<file path="config.mk">
export PLATFORM = sky130hd
export DESIGN_NAME = uart_led_cmd
export DESIGN_NICKNAME = d
export VERILOG_FILES = /design/src/rtl/uart_led_cmd.sv
export SDC_FILE = /design/constraint.sdc
export NUM_CORES = 1
export LEC_CHECK = 0
export ABC_AREA = 0
export BUFFER_PORTS_ARGS = -buffer_cell sky130_fd_sc_hd__buf_2
export CORE_AREA = 5 5 109 111
export DETAILED_ROUTE_END_ITERATION = 10
export DIE_AREA = 0 0 114 116
export SLEW_MARGIN = 20
export SYNTH_ARGS = -nofsm -noshare
export SYNTH_HDL_FRONTEND = slang
export SYNTH_SLANG_ARGS = --single-unit
</file>
<file path="constraint.sdc">
create_clock -name clk -period 5.9 [get_ports clk]
set_clock_uncertainty 0.2 [all_clocks]
set_input_delay 0.295 -clock clk [delete_from_list [all_inputs] [get_ports clk]]
set_output_delay 0.295 -clock clk [all_outputs]
set_load 0.03 [all_outputs]
</file>
<file path="src/rtl/uart_led_cmd.sv">
// ASCII command responder: parses "Lhh<CR>" / "?<CR>" from the UART receive stream,
// drives the LED register and streams back a short ack, error or readback string.
module uart_led_cmd #(
   parameter int unsigned LED_WIDTH      = 6,
   parameter int unsigned TIMEOUT_CYCLES = 2700000
) (
   input  logic                 clk,
   input  logic                 rst_n,
   input  logic [7:0]           s_axis_tdata,
   input  logic                 s_axis_tvalid,
   output logic                 s_axis_tready,
   output logic [7:0]           m_axis_tdata,
   output logic                 m_axis_tvalid,
   input  logic                 m_axis_tready,
   output logic [LED_WIDTH-1:0] led_value,
   output logic                 cmd_error
);

   localparam int unsigned CNT_W = (TIMEOUT_CYCLES > 1) ? $clog2(TIMEOUT_CYCLES) : 1;
   localparam logic [CNT_W-1:0] CNT_LAST = CNT_W'(TIMEOUT_CYCLES - 1);
   localparam logic [7:0] CH_CR = 8'h0D;
   localparam logic [7:0] CH_LF = 8'h0A;

   typedef enum logic [2:0] {
      IDLE, HEX_HI, HEX_LO, WAIT_CR, Q_CR, DISCARD, RESP
   } state_t;

   state_t               state_q, state_d;
   logic [CNT_W-1:0]     cnt_q, cnt_d;
   logic [7:0]           byte_q, byte_d;
   logic [3:0][7:0]      rbuf_q, rbuf_d;
   logic [1:0]           idx_q, idx_d;
   logic [1:0]           last_q, last_d;
   logic                 tready_q, tready_d;
   logic                 tvalid_q, tvalid_d;
   logic [7:0]           tdata_q, tdata_d;
   logic [LED_WIDTH-1:0] led_q, led_d;
   logic                 err_q, err_d;

   logic       s_acc;
   logic       m_hs;
   logic       wait_st;
   logic [7:0] led_ext;

   function automatic logic is_hex(input logic [7:0] c);
      return (c >= 8'h30 && c <= 8'h39) || (c >= 8'h41 && c <= 8'h46) ||
             (c >= 8'h61 && c <= 8'h66);
   endfunction

   function automatic logic [3:0] hex_nib(input logic [7:0] c);
      if (c <= 8'h39)      return 4'(c - 8'h30);
      else if (c <= 8'h46) return 4'(c - 8'h37);
      else                 return 4'(c - 8'h57);
   endfunction

   function automatic logic [7:0] hex_chr(input logic [3:0] n);
      return (n < 4'd10) ? (8'h30 + 8'(n)) : (8'h37 + 8'(n));
   endfunction

   // Next-state, response buffer and output logic
   always_comb begin
      state_d  = state_q;
      cnt_d    = cnt_q;
      byte_d   = byte_q;
      rbuf_d   = rbuf_q;
      idx_d    = idx_q;
      last_d   = last_q;
      tvalid_d = tvalid_q;
      tdata_d  = tdata_q;
      led_d    = led_q;
      err_d    = 1'b0;

      s_acc   = s_axis_tvalid && tready_q;
      m_hs    = tvalid_q && m_axis_tready;
      led_ext = 8'(led_q);
      wait_st = (state_q == HEX_HI) || (state_q == HEX_LO) || (state_q == WAIT_CR) ||
                (state_q == Q_CR) || (state_q == DISCARD);

      // An accepted byte always beats an expiring timeout
      if (wait_st) begin
         if (s_acc) begin
            cnt_d = '0;
         end else if (cnt_q == CNT_LAST) begin
            cnt_d   = '0;
            state_d = IDLE;
         end else begin
            cnt_d = cnt_q + CNT_W'(1);
         end
      end else begin
         cnt_d = '0;
      end

      case (state_q)
         IDLE: if (s_acc) begin
            if (s_axis_tdata == 8'h4C)                                  state_d = HEX_HI;
            else if (s_axis_tdata == 8'h3F)                             state_d = Q_CR;
            else if (s_axis_tdata == CH_CR || s_axis_tdata == CH_LF)    state_d = IDLE;
            else                                                        state_d = DISCARD;
         end
         HEX_HI: if (s_acc) begin
            if (is_hex(s_axis_tdata)) begin
               byte_d[7:4] = hex_nib(s_axis_tdata);
               state_d     = HEX_LO;
            end else begin
               state_d = DISCARD;
            end
         end
         HEX_LO: if (s_acc) begin
            if (is_hex(s_axis_tdata)) begin
               byte_d[3:0] = hex_nib(s_axis_tdata);
               state_d     = WAIT_CR;
            end else begin
               state_d = DISCARD;
            end
         end
         WAIT_CR: if (s_acc) begin
            if (s_axis_tdata == CH_CR) begin
               led_d     = LED_WIDTH'(byte_q);
               rbuf_d[0] = 8'h4B;
               rbuf_d[1] = CH_CR;
               rbuf_d[2] = CH_LF;
               last_d    = 2'd2;
               state_d   = RESP;
            end else begin
               state_d = DISCARD;
            end
         end
         Q_CR: if (s_acc) begin
            if (s_axis_tdata == CH_CR) begin
               rbuf_d[0] = hex_chr(led_ext[7:4]);
               rbuf_d[1] = hex_chr(led_ext[3:0]);
               rbuf_d[2] = CH_CR;
               rbuf_d[3] = CH_LF;
               last_d    = 2'd3;
               state_d   = RESP;
            end else begin
               state_d = DISCARD;
            end
         end
         DISCARD: if (s_acc && s_axis_tdata == CH_CR) begin
            rbuf_d[0] = 8'h45;
            rbuf_d[1] = CH_CR;
            rbuf_d[2] = CH_LF;
            last_d    = 2'd2;
            err_d     = 1'b1;
            state_d   = RESP;
         end
         RESP: if (m_hs) begin
            if (idx_q == last_q) begin
               tvalid_d = 1'b0;
               state_d  = IDLE;
            end else begin
               idx_d   = idx_q + 2'd1;
               tdata_d = rbuf_q[idx_q + 2'd1];
            end
         end
         default: state_d = IDLE;
      endcase

      if (state_q != RESP && state_d == RESP) begin
         tvalid_d = 1'b1;
         tdata_d  = rbuf_d[0];
         idx_d    = 2'd0;
      end

      tready_d = (state_d != RESP);
   end

   always_ff @(posedge clk or negedge rst_n) begin
      if (!rst_n) begin
         state_q  <= IDLE;
         cnt_q    <= '0;
         byte_q   <= '0;
         rbuf_q   <= '0;
         idx_q    <= '0;
         last_q   <= '0;
         tready_q <= 1'b0;
         tvalid_q <= 1'b0;
         tdata_q  <= '0;
         led_q    <= '0;
         err_q    <= 1'b0;
      end else begin
         state_q  <= state_d;
         cnt_q    <= cnt_d;
         byte_q   <= byte_d;
         rbuf_q   <= rbuf_d;
         idx_q    <= idx_d;
         last_q   <= last_d;
         tready_q <= tready_d;
         tvalid_q <= tvalid_d;
         tdata_q  <= tdata_d;
         led_q    <= led_d;
         err_q    <= err_d;
      end
   end

   assign s_axis_tready = tready_q;
   assign m_axis_tvalid = tvalid_q;
   assign m_axis_tdata  = tdata_q;
   assign led_value     = led_q;
   assign cmd_error     = err_q;

endmodule
</file>
==> summary.txt <==
Clock network
  – H-Tree Depth: 3
  – Clk root buf: clkbuf_8
  – Clock transition at path regs: 0.08 ns
  – Clock tree sinks: slightly above 70
  – Worst-Skew Late Latency: 0.35 ns
  – CTS tree: built
  – CTS Buf Count: 9
  – # resized after CTS: 0
  – Setup Fix Bufs, Post-CTS: 0
  – CTS Hold Bufs: 0
  – CTS max path bufs: 2

STA
  – Setup_tns: 0 ns
  – Max Fclk: between 300 and 400 MHz
  – RSZ-0062 raised after global routing: false
  – Fin. Hold Viols: 71
  – Tightest Pin Transition: about 0.91 ns
  – Min Hold Slack: -0.04534 ns
  – Minimum clock period: 2.771 ns
  – Final clock period utilization by the worst path: 0.4697
  – Final setup margin: between 3 and 4 ns
  – Max Slew Vio Count: 0
  – Setup violators final: 0
  – Rel. slew slack: 0.3953

Route
  – Routed wire length: between 7 and 8 mm
  – Drt wl/cell: between 10 and 15 um
  – Drt via density: between 5 and 6
  – Vias: roughly 2800
  – ANT nets after route: 0
  – First-iteration detailed-routing DRC count: between 100 and 150
  – DRC violations left: 0
  – First drt pass iteration count: 4

Worst setup path
  – CP startpoint kind: register
  – Required @ worst endpoint: around 5.9 ns
  – Setup crit end kind: register
  – Worst Reg-to-Reg Cells: 5
  – Setup Crit Path Kind: register to register
  – CP Data Arrival Time: roughly 2.8 ns
  – Worst r2r src: state_q[0]
  – Flop-to-flop setup slack: between 3 and 4 ns
  – Crit path max fanout: 17
  – RR Endpoint: m_axis_tdata[0]

Die
  – Initial Utilization: 0.3423
  – DIE WIDTH: between 100 and 150 um
  – # rows: 38
  – Core Area: about 11000 um2
  – Die height: around 120 um
  – Ports: 29
  – Die Area: 13220 um2

Synth
  – Synth Register Bits: 71
  – Number of synthesized flops with an enable pin: 0
  – Cell with the most instances after synthesis: dfrtp_1
  – Syn_area_per_cell: roughly 9.7 um2
  – Syn Nets: about 400
  – Synth area leader: dfrtp_1
  – Sequential fraction of the synthesis area: 0.4851
  – Syn Std Cell Area: 3662 um2
  – Synth cell types: 55
  – Commonest cells in the netlist: dfrtp_1, nand2_1, nor2_1
  – Yosys warns: 0
  – Post-Syn Instances: about 380
  – Top FF cell, synth: dfrtp_1
  – Top cell type's share of synthesized area: 0.4851
  – Ranking of synthesized cells by area: dfrtp_1, nand2_1, xnor2_1
  – Ys async rst share: 1.000

Job
  – Max Cap Violations: 0

GRT
  – First-pass GRT wire length: ~14 mm
  – Vias in the first global route: ~2800
  – Largest net degree at the start of global routing: between 70 and 80
  – Global routing's busiest layer: met2
  – Global route overflow: 0
  – Total GRT Usage: 0.1287
  – Initial antenna violation count: 0
  – M3 GR Usage: 0.02611
  – GR Util met1: 0.1834
  – Met2 usage in global routing: 0.1905

Cells and area
  – Syn-to-layout area delta: 13.19%
  – Register area: 1777 um2
  – Antenna cells: 0
  – Multi-input gate area in the final layout: roughly 1800 um2
  – # nets final: 422
  – Fillcell total: ~1100
  – Share of layout cells above drive strength 1: 0.1373

Outcome
  – Status: finished, violations left
  – Failing checks: negative hold slack

Pwr
  – Leakage dissipation: between 0.0015 and 0.002 uW
  – Power Density: 302.7 nW/um2
  – Peak supply drop: about 0.00011 V

Placement
  – Detailed placement HPWL: ~5.6 mm
  – Setup slack at placement: 2.963 ns
  – RePlAce Congestion: 0.8594
  – Port buffer count: 28

Min path
  – Hold Crit Class: primary input to async pin
critical path, stage by stage, from the launching register on:
cell     delay, ns
dfrtp_1       0.59
and3b_1       0.29
and4_1        0.37
nor2_1        0.74
o21ai_0       0.22
a32o_1        0.25
layout by cell type (no fill, tap or decap), drive strengths merged, types with 4 or more instances in the layout:
cell    count
dfrtp      71
nand2      51
nor2       46
buf        30
xnor2      21
o21ai      16
inv        13
nand3      13
a21oi      11
nor3       10
clkbuf     10
xor2        8
nand4       8
ha          7
mux2        7
a22oi       6
and3        6
nor2b       5
and4        5
or3         5
o211ai      5
o31ai       4
nand2b      4
and2        4
clkinv      4
power by group:
| group | internal, uW | total, uW | switching (uW) |
|---|---|---|---|
| sequential | 532 | 599 | 67.6 |
| combinational | 86.4 | 221 | 135 |
| clock | 248 | 434 | 186 |
| total | 866 | 1250 | 389 |
state kept, by name (all words and copies together) (netlist names):
name           flops
led_value          6
m_axis_tdata       8
idx_q              2
m_axis_tvalid      1
cnt_q             22
s_axis_tready      1
state_q            3
rbuf_q            19
last_q             2
cmd_error          1
byte_q             6
metal layers:
metal	up-vias	wire, um
li1	1372	-
met1	1372	3890
met2	51	3430
met3	12	328
met4	0	154
met5	-	0
cells by family (layout without fill, tap and decap cells):
family,after synthesis,count (layout),synth area share
AND/OR/NAND/NOR,174,174,0.2422
flip-flops,71,71,0.4851
AO/OA/AOI/OAI,58,58,0.1066
buffers and inverters,30,59,0.03212
XOR/XNOR,29,29,0.06936
multiplexers,10,10,0.04066
adder cells (fa/ha/maj),7,7,0.02391
worst max path at each step:
| stage | from | endpoint |
|---|---|---|
| finish | state_q[0] | m_axis_tdata[0] |
| floorplan | s_axis_tdata[1] | rbuf_q[13] |
| CTS | state_q[0] | m_axis_tdata[0] |
| global placement | s_axis_tdata[1] | m_axis_tdata[0] |
| detailed placement | s_axis_tdata[1] | m_axis_tdata[0] |
| global route | state_q[1] | m_axis_tdata[0] |
per-stage QoR:
step | cells | util | hold slack [ns] | area, um2 | total power, uW
floorplan | 379 | - | -0.2006 | 3662 | 765.1
CTS | 548 | 0.3875 | 0.003288 | 4145 | 1268
global placement | 532 | 0.3668 | 0.2510 | 3924 | 827.3
global route | 548 | 0.3875 | 0.04890 | 4145 | 1331
detailed placement | 532 | 0.3668 | 0.2539 | 3924 | 831.0
finish | 548 | 0.3875 | -0.04534 | 4145 | 1255
layout make-up:
| cell class | count | area share |
|---|---|---|
| repair buffers | 30 | 0.03743 |
| well taps | 140 | 0.04226 |
| inverters | 13 | 0.01177 |
| multi-input cells | 278 | 0.4265 |
| flip-flops and latches | 71 | 0.4286 |
| clock buffers | 10 | 0.03320 |
| clock inverters | 6 | 0.02022 |
(Power assumes the default switching activity.)
